## config.mk

```make
export PLATFORM = sky130hd
export DESIGN_NAME = scan_chain_tester
export DESIGN_NICKNAME = d
export VERILOG_FILES = /design/src/rtl/scan_chain_tester.sv
export SDC_FILE = /design/constraint.sdc
export NUM_CORES = 1
export LEC_CHECK = 0
export CAP_MARGIN = 20
export CORE_ASPECT_RATIO = 1.75
export CORE_MARGIN = 10
export CORE_UTILIZATION = 37
export CTS_CLUSTER_SIZE = 20
export DETAILED_ROUTE_END_ITERATION = 12
export HOLD_SLACK_MARGIN = 0.03
export SYNTH_ARGS = -nofsm -noshare
export SYNTH_HDL_FRONTEND = slang
export SYNTH_SLANG_ARGS = --single-unit
```

## constraint.sdc

```tcl
create_clock -name sclk -period 1.7 [get_ports sclk]
set_clock_uncertainty 0.1 [all_clocks]
set_input_delay 0.255 -clock sclk [delete_from_list [all_inputs] [get_ports sclk]]
set_output_delay 0.255 -clock sclk [all_outputs]
set_load 0.02 [all_outputs]
```

## src/rtl/scan_chain_tester.sv

```systemverilog
// ---------------------------------------------------------------------------
// scan_chain_tester
//   Loads a CHAIN_LEN-bit pattern into one scan chain, then shifts it back out
//   and compares every unloaded bit against the pattern. Reports pass/fail,
//   the number of mismatching bits and the unload index of the first mismatch.
//
// Ports
//   sclk            scan clock, all state updates on posedge
//   rst             asynchronous active-high reset
//   start           request a test (accepted only in IDLE, not during aborted)
//   pattern         pattern to load, captured when start is accepted
//   abort           cancel a test in LOAD or UNLOAD
//   so              scan out of the chain (chain MSB)
//   se, si          scan enable / scan in driven into the chain
//   busy            high in LOAD, UNLOAD and DONE
//   done            one-cycle result-valid pulse (DONE state)
//   aborted         one-cycle pulse after a cancelled test
//   pass            fail_cnt was zero at the end of the unload
//   fail_cnt        number of mismatching unloaded bits
//   first_fail_idx  unload index of the first mismatch
//   first_fail_vld  first_fail_idx is meaningful
//   state_dbg       current FSM state, for observation only
//
// Handshake: start is a level sampled at posedge; it is consumed only when the
// FSM is in IDLE and no aborted pulse is showing, otherwise it is dropped (no
// queueing). done and aborted are single-cycle pulses with no back-pressure.
// ---------------------------------------------------------------------------
module scan_chain_tester #(
    parameter int CHAIN_LEN = 8,
    parameter bit FILL_BIT  = 1'b0,
    localparam int CW       = $clog2(CHAIN_LEN + 1)
) (
    input  logic                 sclk,
    input  logic                 rst,
    input  logic                 start,
    input  logic [CHAIN_LEN-1:0] pattern,
    input  logic                 abort,
    input  logic                 so,
    output logic                 se,
    output logic                 si,
    output logic                 busy,
    output logic                 done,
    output logic                 aborted,
    output logic                 pass,
    output logic [CW-1:0]        fail_cnt,
    output logic [CW-1:0]        first_fail_idx,
    output logic                 first_fail_vld,
    output logic [1:0]           state_dbg
);

    typedef enum logic [1:0] {
        IDLE   = 2'd0,
        LOAD   = 2'd1,
        UNLOAD = 2'd2,
        DONE   = 2'd3
    } state_t;

    state_t               state;
    state_t               state_nxt;
    logic [CW-1:0]        cnt;
    logic [CHAIN_LEN-1:0] shreg;
    // Expected-data copy; shifted left during UNLOAD so its MSB always
    // holds the bit expected on so at the current unload index.
    logic [CHAIN_LEN-1:0] exp;

    logic                 accept;
    logic                 abort_hit;
    logic                 last_bit;
    logic                 mismatch;
    logic [CW-1:0]        fail_cnt_nxt;

    assign state_dbg    = state;
    assign accept       = (state == IDLE) && start && !aborted;
    assign abort_hit    = abort && ((state == LOAD) || (state == UNLOAD));
    assign last_bit     = (cnt == CW'(CHAIN_LEN - 1));
    assign mismatch     = (state == UNLOAD) && (so != exp[CHAIN_LEN-1]);
    assign fail_cnt_nxt = fail_cnt + CW'(mismatch);

    // State register
    always_ff @(posedge sclk or posedge rst) begin
        if (rst) begin
            state <= IDLE;
        end else begin
            state <= state_nxt;
        end
    end

    // Next state and chain-facing outputs
    always_comb begin
        state_nxt = state;
        se        = 1'b0;
        si        = 1'b0;
        busy      = 1'b0;
        done      = 1'b0;
        case (state)
            IDLE: begin
                if (accept) state_nxt = LOAD;
            end
            LOAD: begin
                se   = 1'b1;
                si   = shreg[CHAIN_LEN-1];
                busy = 1'b1;
                if (abort)         state_nxt = IDLE;
                else if (last_bit) state_nxt = UNLOAD;
            end
            UNLOAD: begin
                se   = 1'b1;
                si   = FILL_BIT;
                busy = 1'b1;
                if (abort)         state_nxt = IDLE;
                else if (last_bit) state_nxt = DONE;
            end
            DONE: begin
                busy      = 1'b1;
                done      = 1'b1;
                state_nxt = IDLE;
            end
            default: state_nxt = IDLE;
        endcase
    end

    // Datapath and result registers
    always_ff @(posedge sclk or posedge rst) begin
        if (rst) begin
            cnt            <= '0;
            shreg          <= '0;
            exp            <= '0;
            aborted        <= 1'b0;
            pass           <= 1'b0;
            fail_cnt       <= '0;
            first_fail_idx <= '0;
            first_fail_vld <= 1'b0;
        end else begin
            aborted <= 1'b0;
            if (accept) begin
                shreg          <= pattern;
                exp            <= pattern;
                cnt            <= '0;
                pass           <= 1'b0;
                fail_cnt       <= '0;
                first_fail_idx <= '0;
                first_fail_vld <= 1'b0;
            end else if (abort_hit) begin
                // A cancelled test leaves nothing behind but the pulse.
                aborted        <= 1'b1;
                cnt            <= '0;
                shreg          <= '0;
                exp            <= '0;
                pass           <= 1'b0;
                fail_cnt       <= '0;
                first_fail_idx <= '0;
                first_fail_vld <= 1'b0;
            end else if (state == LOAD) begin
                shreg <= {shreg[CHAIN_LEN-2:0], 1'b0};
                cnt   <= last_bit ? '0 : cnt + CW'(1);
            end else if (state == UNLOAD) begin
                exp      <= {exp[CHAIN_LEN-2:0], 1'b0};
                cnt      <= last_bit ? '0 : cnt + CW'(1);
                fail_cnt <= fail_cnt_nxt;
                if (mismatch && !first_fail_vld) begin
                    first_fail_idx <= cnt;
                    first_fail_vld <= 1'b1;
                end
                // pass is settled on the final compare so it is valid in DONE
                if (last_bit) pass <= (fail_cnt_nxt == '0);
            end
        end
    end

endmodule

```

After elaboration in Yosys (flattened, before gate mapping)
Index checks and enable logic that the tools add are counted.
{"block": "word_totals", "ramBits": 0, "latchBits": 0, "reg_bits": 33, "word_cells": 84, "memories": 0, "mem_bits_ro": 0}
{"block": "op_classes", "eq_ne": 9, "div": 0, "bitwise_logic": 0, "n_shift": 0, "addsub": 2, "reduce_logical": 21, "muxes": 43, "n_mul": 0, "n_lt_le_gt_ge": 0}
{"op": "4-bit two-way mux", "count": 14}
{"op": "8-bit two-way mux", "count": 7}
{"op": "1-bit two-way mux", "count": 16}
{"op": "3-bit nonzero test", "count": 4}
{"op": "2-bit two-way mux", "count": 5}
{"op": "3-bit != test (second input constant)", "count": 3}
{"op": "3-bit AND reduction", "count": 3}
{"op": "2-bit one-hot mux with 4 select lines", "count": 1}
{"op": "1-bit logical AND", "count": 5}
{"op": "4-bit by 1-bit adder with 4-bit output", "count": 1}
{"op": "4-bit by 1-bit adder with 4-bit output (second input constant)", "count": 1}
{"op": "2-bit equality test (second input constant)", "count": 2}
{"op": "4-bit by 3-bit equality test with 1-bit output (second input constant)", "count": 1}
{"op": "4-bit logical NOT", "count": 1}
{"op": "4-bit nonzero test", "count": 1}
{"op": "3-bit OR reduction", "count": 1}
{"op": "2-bit by 1-bit equality test with 1-bit output (second input constant)", "count": 1}
{"op": "1-bit logical NOT", "count": 2}
{"op": "2-bit logical NOT", "count": 1}
{"op": "2-bit != test (second input constant)", "count": 1}
{"op": "2-bit AND reduction", "count": 1}
{"op": "2-bit OR reduction", "count": 1}
{"op": "1-bit logical OR", "count": 1}
{"op": "1-bit != test", "count": 1}

Longest topological paths before layout
Gate-level depths: netlist of run 1.
{"block": "depth", "depth_word": 9, "depth_mapped": 8, "mapped_depth_nobuf": 8}

Worst setup path before layout of run 1
OpenSTA, ideal clock, no wires.
{"block": "synth_timing", "path_type": "reg-to-reg", "start": "register state[0], in the netlist state_dbg[0]", "end": "register exp[1]", "path_stages_with_launch": 7, "slack_ns": -0.315, "t_arrival_ns": 1.835, "path_buffers": 1, "cell_sequence": "dfrtp_1 -> inv_1 -> ha_1 -> nand2_1 -> clkbuf_1 -> o211ai_1 -> a2bb2oi_1"}
{"block": "synth_between", "elab_chain_cells": 5}
{"element": "start: declaration", "line": "58", "source": "state_t state;"}
{"element": "start signal: assignment", "line": "84", "source": "state <= state_nxt;"}
{"element": "2-bit by 1-bit equality test with 1-bit output (tied with other cells)", "line": "74, 153"}
{"element": "1-bit logical OR / 1-bit logical AND (equally long branches)", "line": "74, 73"}
{"element": "1-bit logical AND (on tied branches)", "line": "74, 73"}
{"element": "3-bit != test (no line) (tied with other cells)"}
{"element": "2-bit AND reduction (no line) / 8-bit two-way mux (equally long branches)"}
{"element": "end signal: assignment", "line": "137", "source": "exp <= pattern;"}
{"element": "end signal: assignment", "line": "157", "source": "exp <= {exp[CHAIN_LEN-2:0], 1'b0};"}
{"element": "end: declaration", "line": "64", "source": "logic [CHAIN_LEN-1:0] exp;"}
Parallel ways exist; a longest one is shown, timed or not.
A chain may end at the register's enable or synchronous reset.

Worst setup path in the final report of run 1
{"block": "layout_timing", "start": "register state[0], in the netlist state_dbg[0]", "end": "register cnt[3]"}
{"block": "layout_between", "elab_chain_cells": 5}
{"element": "2-bit by 1-bit equality test with 1-bit output / 2-bit equality test (equally long branches)", "line": "74, 153, 156"}
{"element": "1-bit logical OR", "line": "74", "source": "assign abort_hit = abort && ((state == LOAD) || (state == UNLOAD));"}
{"element": "1-bit logical AND", "line": "74"}
{"element": "4-bit two-way mux", "line": "143", "source": "end else if (abort_hit) begin"}
{"element": "4-bit two-way mux", "line": "135", "source": "if (accept) begin"}
{"element": "end signal: assignment", "line": "155", "source": "cnt <= last_bit ? '0 : cnt + CW'(1);"}
{"element": "end signal: assignment", "line": "158", "source": "cnt <= last_bit ? '0 : cnt + CW'(1);"}
{"element": "end: declaration", "line": "60", "source": "logic [CW-1:0] cnt;"}
Parallel ways exist; a longest one is shown, timed or not.

==> results.cfg, run 1 <==
[timing]
finalSetupTns_ps = -578
setup_ws_ps = -91.0
fin_crit_ps = 1790
slew_violations = 0
worst_pin_slew_ps = 569
grt_setup_unrepaired = yes
fmax_mhz = 558
hold_violations = 0
setup_violations = 17
period_share = 1.05
relSlewSlack = 0.618

[synthesis]
yosys_warnings = 0
yosysTopAreaCellShare = 0.479
yosys.area.top_type = dfrtp_1
synthCells = 172
synth_most_common_cell = dfrtp_1
synthFlopType = dfrtp_1
yosysSeqAreaShare = 0.479
synth_common_cells = dfrtp_1, nand2_1, a2bb2oi_1
synth_area_leaders = dfrtp_1, a2bb2oi_1, ha_1
async_reset_ff_frac = 1.00
syn_area_sq_um = 1720
synthesis.nets = 193
synth_seq_cells = 33
syn_area_per_cell_sq_um = 10.0
ys_types = 34
synth_edf_count = 0

[die]
die-area_sq_um = 7900
start_util = 0.388
num_io_pins = 30
die_h_um = 110
die_x_um = 71.6
core_sq_um = 4440
rows = 32

[route]
drt_wl_total_um = 5260
routedWlPerCell_um = 17.6
route.detailed.drc = 0
vias = 1624
drt_pre_antenna_iters = 4
drtIter0Drc = 99
via_per_inst = 5.43
ant_nets = 0

[critical_path]
crit_arrival_ps = 1910
crit_type = register to register
crit_start = state_dbg[0]
cp-start-kind = register
crit_path_end_kind = register
worstPathMaxFanout = 6
regToRegStartpoint = state_dbg[0]
critPathRequiredTime_ps = 1820

[pwr]
p_leak_uw = 0.00126
ir_worst_vdd_mv = 1.06
p_per_area_nw_per_um2 = 1440
finalPower_uw = 4060

[finish]
nets = 268
stdcell_count = 299
stdcell_area_sq_um = 2820
final_core_util = 0.634
layout-drive-gt1-share = 0.419
antenna_cells = 0
syn2layout_area_growth_pct = 63.5
n_fill_cell = 363

[clocking]
clk_path_buf_depth = 2
cts.sinks = 33
tritoncts = done
cts_hold_buf = 0
cts_htree_levels = 2
root_buffer = clkbuf_8
clk_latency_ps = 290
cts_made_buffers = 5
clkTransAtPathRegs_ps = 70

[global_routing]
grt-ovfl-total = 0
antenna_found_initial = 0
grt_pass1_wl_um = 7890
grt_usage = 0.126
grt_max_degree = 34
grt_pass1_vias = 1673

[placement]
place_congestion = 0.860
placed_cell_area_sq_um = 2370
port_buffers = 29
hpwl_um = 3660
dp_cells = 278

[status]
outcome = finished, violations left
violations = negative setup slack

[min_path]
hp-class = input port to async pin

[flow_run]
cap_violations = 0
layer usage:
layer,up-vias,GRT usage,part of all wire
met4,0,0.0611,0.033
met5,-,0,0
met1,783,0.118,0.36
met3,12,0.0358,0.054
li1,777,-,-
met2,52,0.240,0.56
flip-flops by register name, summed over array words and instances, names as in the netlist:
| name | cells |
|---|---|
| first_fail_idx | 4 |
| state_dbg | 2 |
| cnt | 4 |
| fail_cnt | 4 |
| first_fail_vld | 1 |
| shreg | 8 |
| aborted | 1 |
| exp | 8 |
| pass | 1 |
cells in the final DEF (no fill, tap or decap), types with 2 or more instances in the layout:
cell type,count
nand3b_1,4
a2bb2oi_2,11
a21oi_1,6
nand2_4,2
buf_12,2
a2bb2oi_1,4
nand2b_4,2
dfrtp_2,2
a31oi_1,2
dfrtp_1,31
buf_6,19
a21oi_2,5
buf_4,25
nand3_2,2
ha_1,3
o211ai_1,8
dlygate4sd2_1,5
clkinv_2,2
dlymetal6s2s_1,2
nand2b_1,8
xor2_1,2
nand2_1,14
clkdlybuf4s50_1,18
nor2_1,5
clkbuf_8,5
o21ai_2,5
ha_4,4
o21ai_0,3
inv_1,6
nand3_1,11
cell type report:
type | instances | area, sq um | share of cell area
Multi-Input combinational cell | 126 | 1110 | 0.393
Sequential cell | 33 | 828 | 0.294
Timing Repair Buffer | 73 | 701 | 0.249
Clock buffer | 6 | 72.6 | 0.0257
Tap cell | 51 | 63.8 | 0.0226
Inverter | 8 | 35.0 | 0.0124
Clock inverter | 2 | 10.0 | 0.00355
critical path: stages (launching register included):
cell	delay (ps)
dfrtp_2	370
buf_6	110
clkinv_4	50
buf_4	130
ha_4	320
nand2b_4	70
or4_4	420
a21oi_2	150
through the flow:
step	hold WS [ps]	setup slack [ps]
floorplan	284	-16.9
detailed placement	427	-322
finish	262	-91.0
CTS	277	-86.4
global route	300	-143
global placement	417	-284
what timing repair did:
action / 4_1_cts / 5_1_grt
gates resized for setup: 30 / 63
pin swaps: 6 / 11
setup buffers: 3 / 10
cloned: 0 / 2
setup endpoints to repair: 23 / 33
logic make-up after synthesis:
family / after synthesis / share of synthesized area
AOI/OAI and AO/OA: 51 / 0.209
xor gates and xnor gates: 5 / 0.0254
adders and majority gates: 8 / 0.0581
buffers and inverters: 13 / 0.0290
DFF: 33 / 0.479
muxes: 1 / 0.00581
and+or+nand+nor: 61 / 0.194
worst paths after layout:
kind                                 to  slack (ps)  cells past startpoint
min in group sclk              shreg[5]         420                      1
max in group asynchronous  state_dbg[1]         900                      3
setup / recovery                 cnt[3]         -90                      7
hold / removal                 shreg[2]         260                      3
setup reg to reg                 cnt[3]         -90                      7
hold reg to reg                shreg[5]         420                      1
power by group:
group          leakage (uW)  switching (uW)  internal, uW
Clock             0.0000450             292           283
Sequential         0.000427             162          1030
Combinational      0.000790            1060          1230
No activity file was read; power rests on OpenSTA's default activity.
==> run 2: changes to the inputs <==
CELL_PAD_IN_SITES_DETAIL_PLACEMENT = 0   (was not set)
CELL_PAD_IN_SITES_GLOBAL_PLACEMENT = 1   (was not set)
CORE_UTILIZATION = 36   (was 37)
PLACE_DENSITY_LB_ADDON = 0.1   (was not set)
==> run 2 against run 1 <==
  * The flow still finishes with violations (negative setup slack)
  * Largest power group unchanged
  * Register-to-register slack improved by 40 ps
  * Final cell count fell by 2.0%
  * Critical path type unchanged
  * Highest routed layer unchanged
  * Die area rose by 2.1%
  * Sequential share of layout area rose by 1.4 points
==> results.cfg, run 2 (synthesized netlist as in run 1, its figures left out) <==
[global_routing]
grt-ovfl-total = 0
grt_usage = 0.126
grt_pass1_vias = 1715
antenna_found_initial = 0
grt_pass1_wl_um = 8360
grt_max_degree = 34

[route]
drt_wl_total_um = 5190
via_per_inst = 5.44
ant_nets = 0
drtIter0Drc = 58
routedWlPerCell_um = 17.7
route.detailed.drc = 0
drt_pre_antenna_iters = 4
vias = 1593

[critical_path]
crit_type = register to register
max_stage_delay_ps = 420
crit_arrival_ps = 1860
cpMostUsedCell = ha_4
worstPathMaxFanout = 5
crit_family = adder cells
regToRegStartpoint = state_dbg[1]
path_cells = buf_6 > ha_4 > and2_4 > ha_4 > ha_4 > xnor2_1 > o211ai_1 > o21ai_1
r2r-end = pass
r2r_cells = 8
critPathRequiredTime_ps = 1810
crit_path_end_kind = register
rrSetupSlack_ps = -50
critPathSlowestCell = dfrtp_2
cp_num_buf_inv = 1
cp-start-kind = register

[finish]
antenna_cells = 0
biggestRegsByFlops = exp x8, shreg x8
layout-drive-gt1-share = 0.357
stdcell_area_sq_um = 2690
nets = 261
syn2layout_area_growth_pct = 56.2
final_cell_mix = dfrtp_1, buf_4, clkdlybuf4s50_1, nand2_1, buf_6
layout_commonest_cell = dfrtp_1

[die]
start_util = 0.370
core_sq_um = 4670
rows = 33
die_h_um = 112
num_io_pins = 30
die_x_um = 72.3
die-area_sq_um = 8070

[timing]
fin_crit_ps = 1750
worst_pin_slew_ps = 441
setup_violations = 4
hold_violations = 0
fmax_mhz = 571
grt_setup_unrepaired = yes
period_share = 1.03
slew_violations = 0
setup_ws_ps = -52.6
holdWs_ps = 270
relSlewSlack = 0.706
finalSetupTns_ps = -104

[pwr]
p_leak_uw = 0.00124
p_per_area_nw_per_um2 = 1460
clkPwrFrac = 0.147
finalPower_uw = 3920
ir_worst_vdd_mv = 0.890
power.internal_uw = 2450
p_seq_frac = 0.300
power_switching_share = 0.377
combPwrFrac = 0.553
p_sw_uw = 1480

[clocking]
tritoncts = done
cts_hold_buf = 0
cts.sinks = 33
clk_path_buf_depth = 2
cts_htree_levels = 2
root_buffer = clkbuf_8
clk_latency_ps = 290
clkTransAtPathRegs_ps = 70
cts_made_buffers = 5

[flow_run]
cap_violations = 0

[placement]
port_buffers = 29
place_congestion = 0.843
placed_cell_area_sq_um = 2390
hpwl_um = 3710

[min_path]
hp-class = input port to async pin

[status]
violations = negative setup slack
outcome = finished, violations left
==> run 2: changes by cell type in the layout (fill, tap and decap cells not counted), moves of 3 or more <==
cell / delta
nand3_1: -4
a2bb2oi_2: -3
o21ai_2: -4
a2bb2oi_1: +3
o21ai_1: +3
buf_6: -8
a21oi_2: -4
a21oi_1: +4
==> run 2: repair_timing <==
| item | CTS | global route |
|---|---|---|
| pin swaps | 4 | 12 |
| setup endpoints to repair | 26 | 35 |
| hold endpoints to repair | 0 | 0 |
| gates cloned | 0 | 2 |
| buffers inserted | 1 | 1 |
| resized for setup | 31 | 42 |
==> run 2: final cells by class <==
type / count / area, sq um
sequential: 33 / 828
inverter: 8 / 37.5
tap: 52 / 65.1
multi-input combinational: 126 / 1060
timing repair buffer: 66 / 621
clock buffer: 8 / 80.1
fill: 405 / 1970
==> run 2: how the worst max path moves through the flow <==
stage / start / to / slack, ps / cells past startpoint
after floorplan: state_dbg[0] / pass / -20 / 8
after global placement: so / pass / -280 / 8
after detailed placement: so / pass / -310 / 8
after CTS: state_dbg[0] / fail_cnt[3] / -80 / 8
after global routing: state_dbg[0] / pass / -140 / 9
final: state_dbg[1] / pass / -50 / 8
==> run 2: power by group through the flow <==
stage               clock network (uW)  logic [uW]  registers [uW]
global placement                     0        1730            1160
global route                       624        2340            1210
CTS                                590        1760            1160
floorplan                            0         980            1190
finish                             577        2170            1180
detailed placement                   0        1770            1170
==> run 2: metal layers <==
layer | up-vias | global-route usage | part of all wire
met2 | 37 | 0.227 | 0.57
met1 | 787 | 0.135 | 0.37
met4 | 0 | 0.0467 | 0.015
li1 | 763 | - | -
met3 | 6 | 0.0302 | 0.043
met5 | - | 0 | 0
==> run 2: stage by stage <==
stage               setup WS (ps)  std cells   util
detailed placement           -305        282  0.512
global placement             -282        282  0.512
floorplan                   -16.9        172      -
finish                      -52.6        293  0.577
CTS                         -78.2        290  0.535
global route                 -139        293  0.577
==> run 2: worst reg2reg max path, cell delays in order, from the launching register on <==
cell and delay (ps):
dfrtp_2 420, buf_6 130, ha_4 170, and2_4 140
ha_4 170, ha_4 160, xnor2_1 130, o211ai_1 110
o21ai_1 140
==> run 3: changes to the inputs <==
CTS_CLUSTER_SIZE = not set   (was 20)
==> results of run 3 <==
Same layout as run 2: the final DEF is identical, and so are final timing and power.
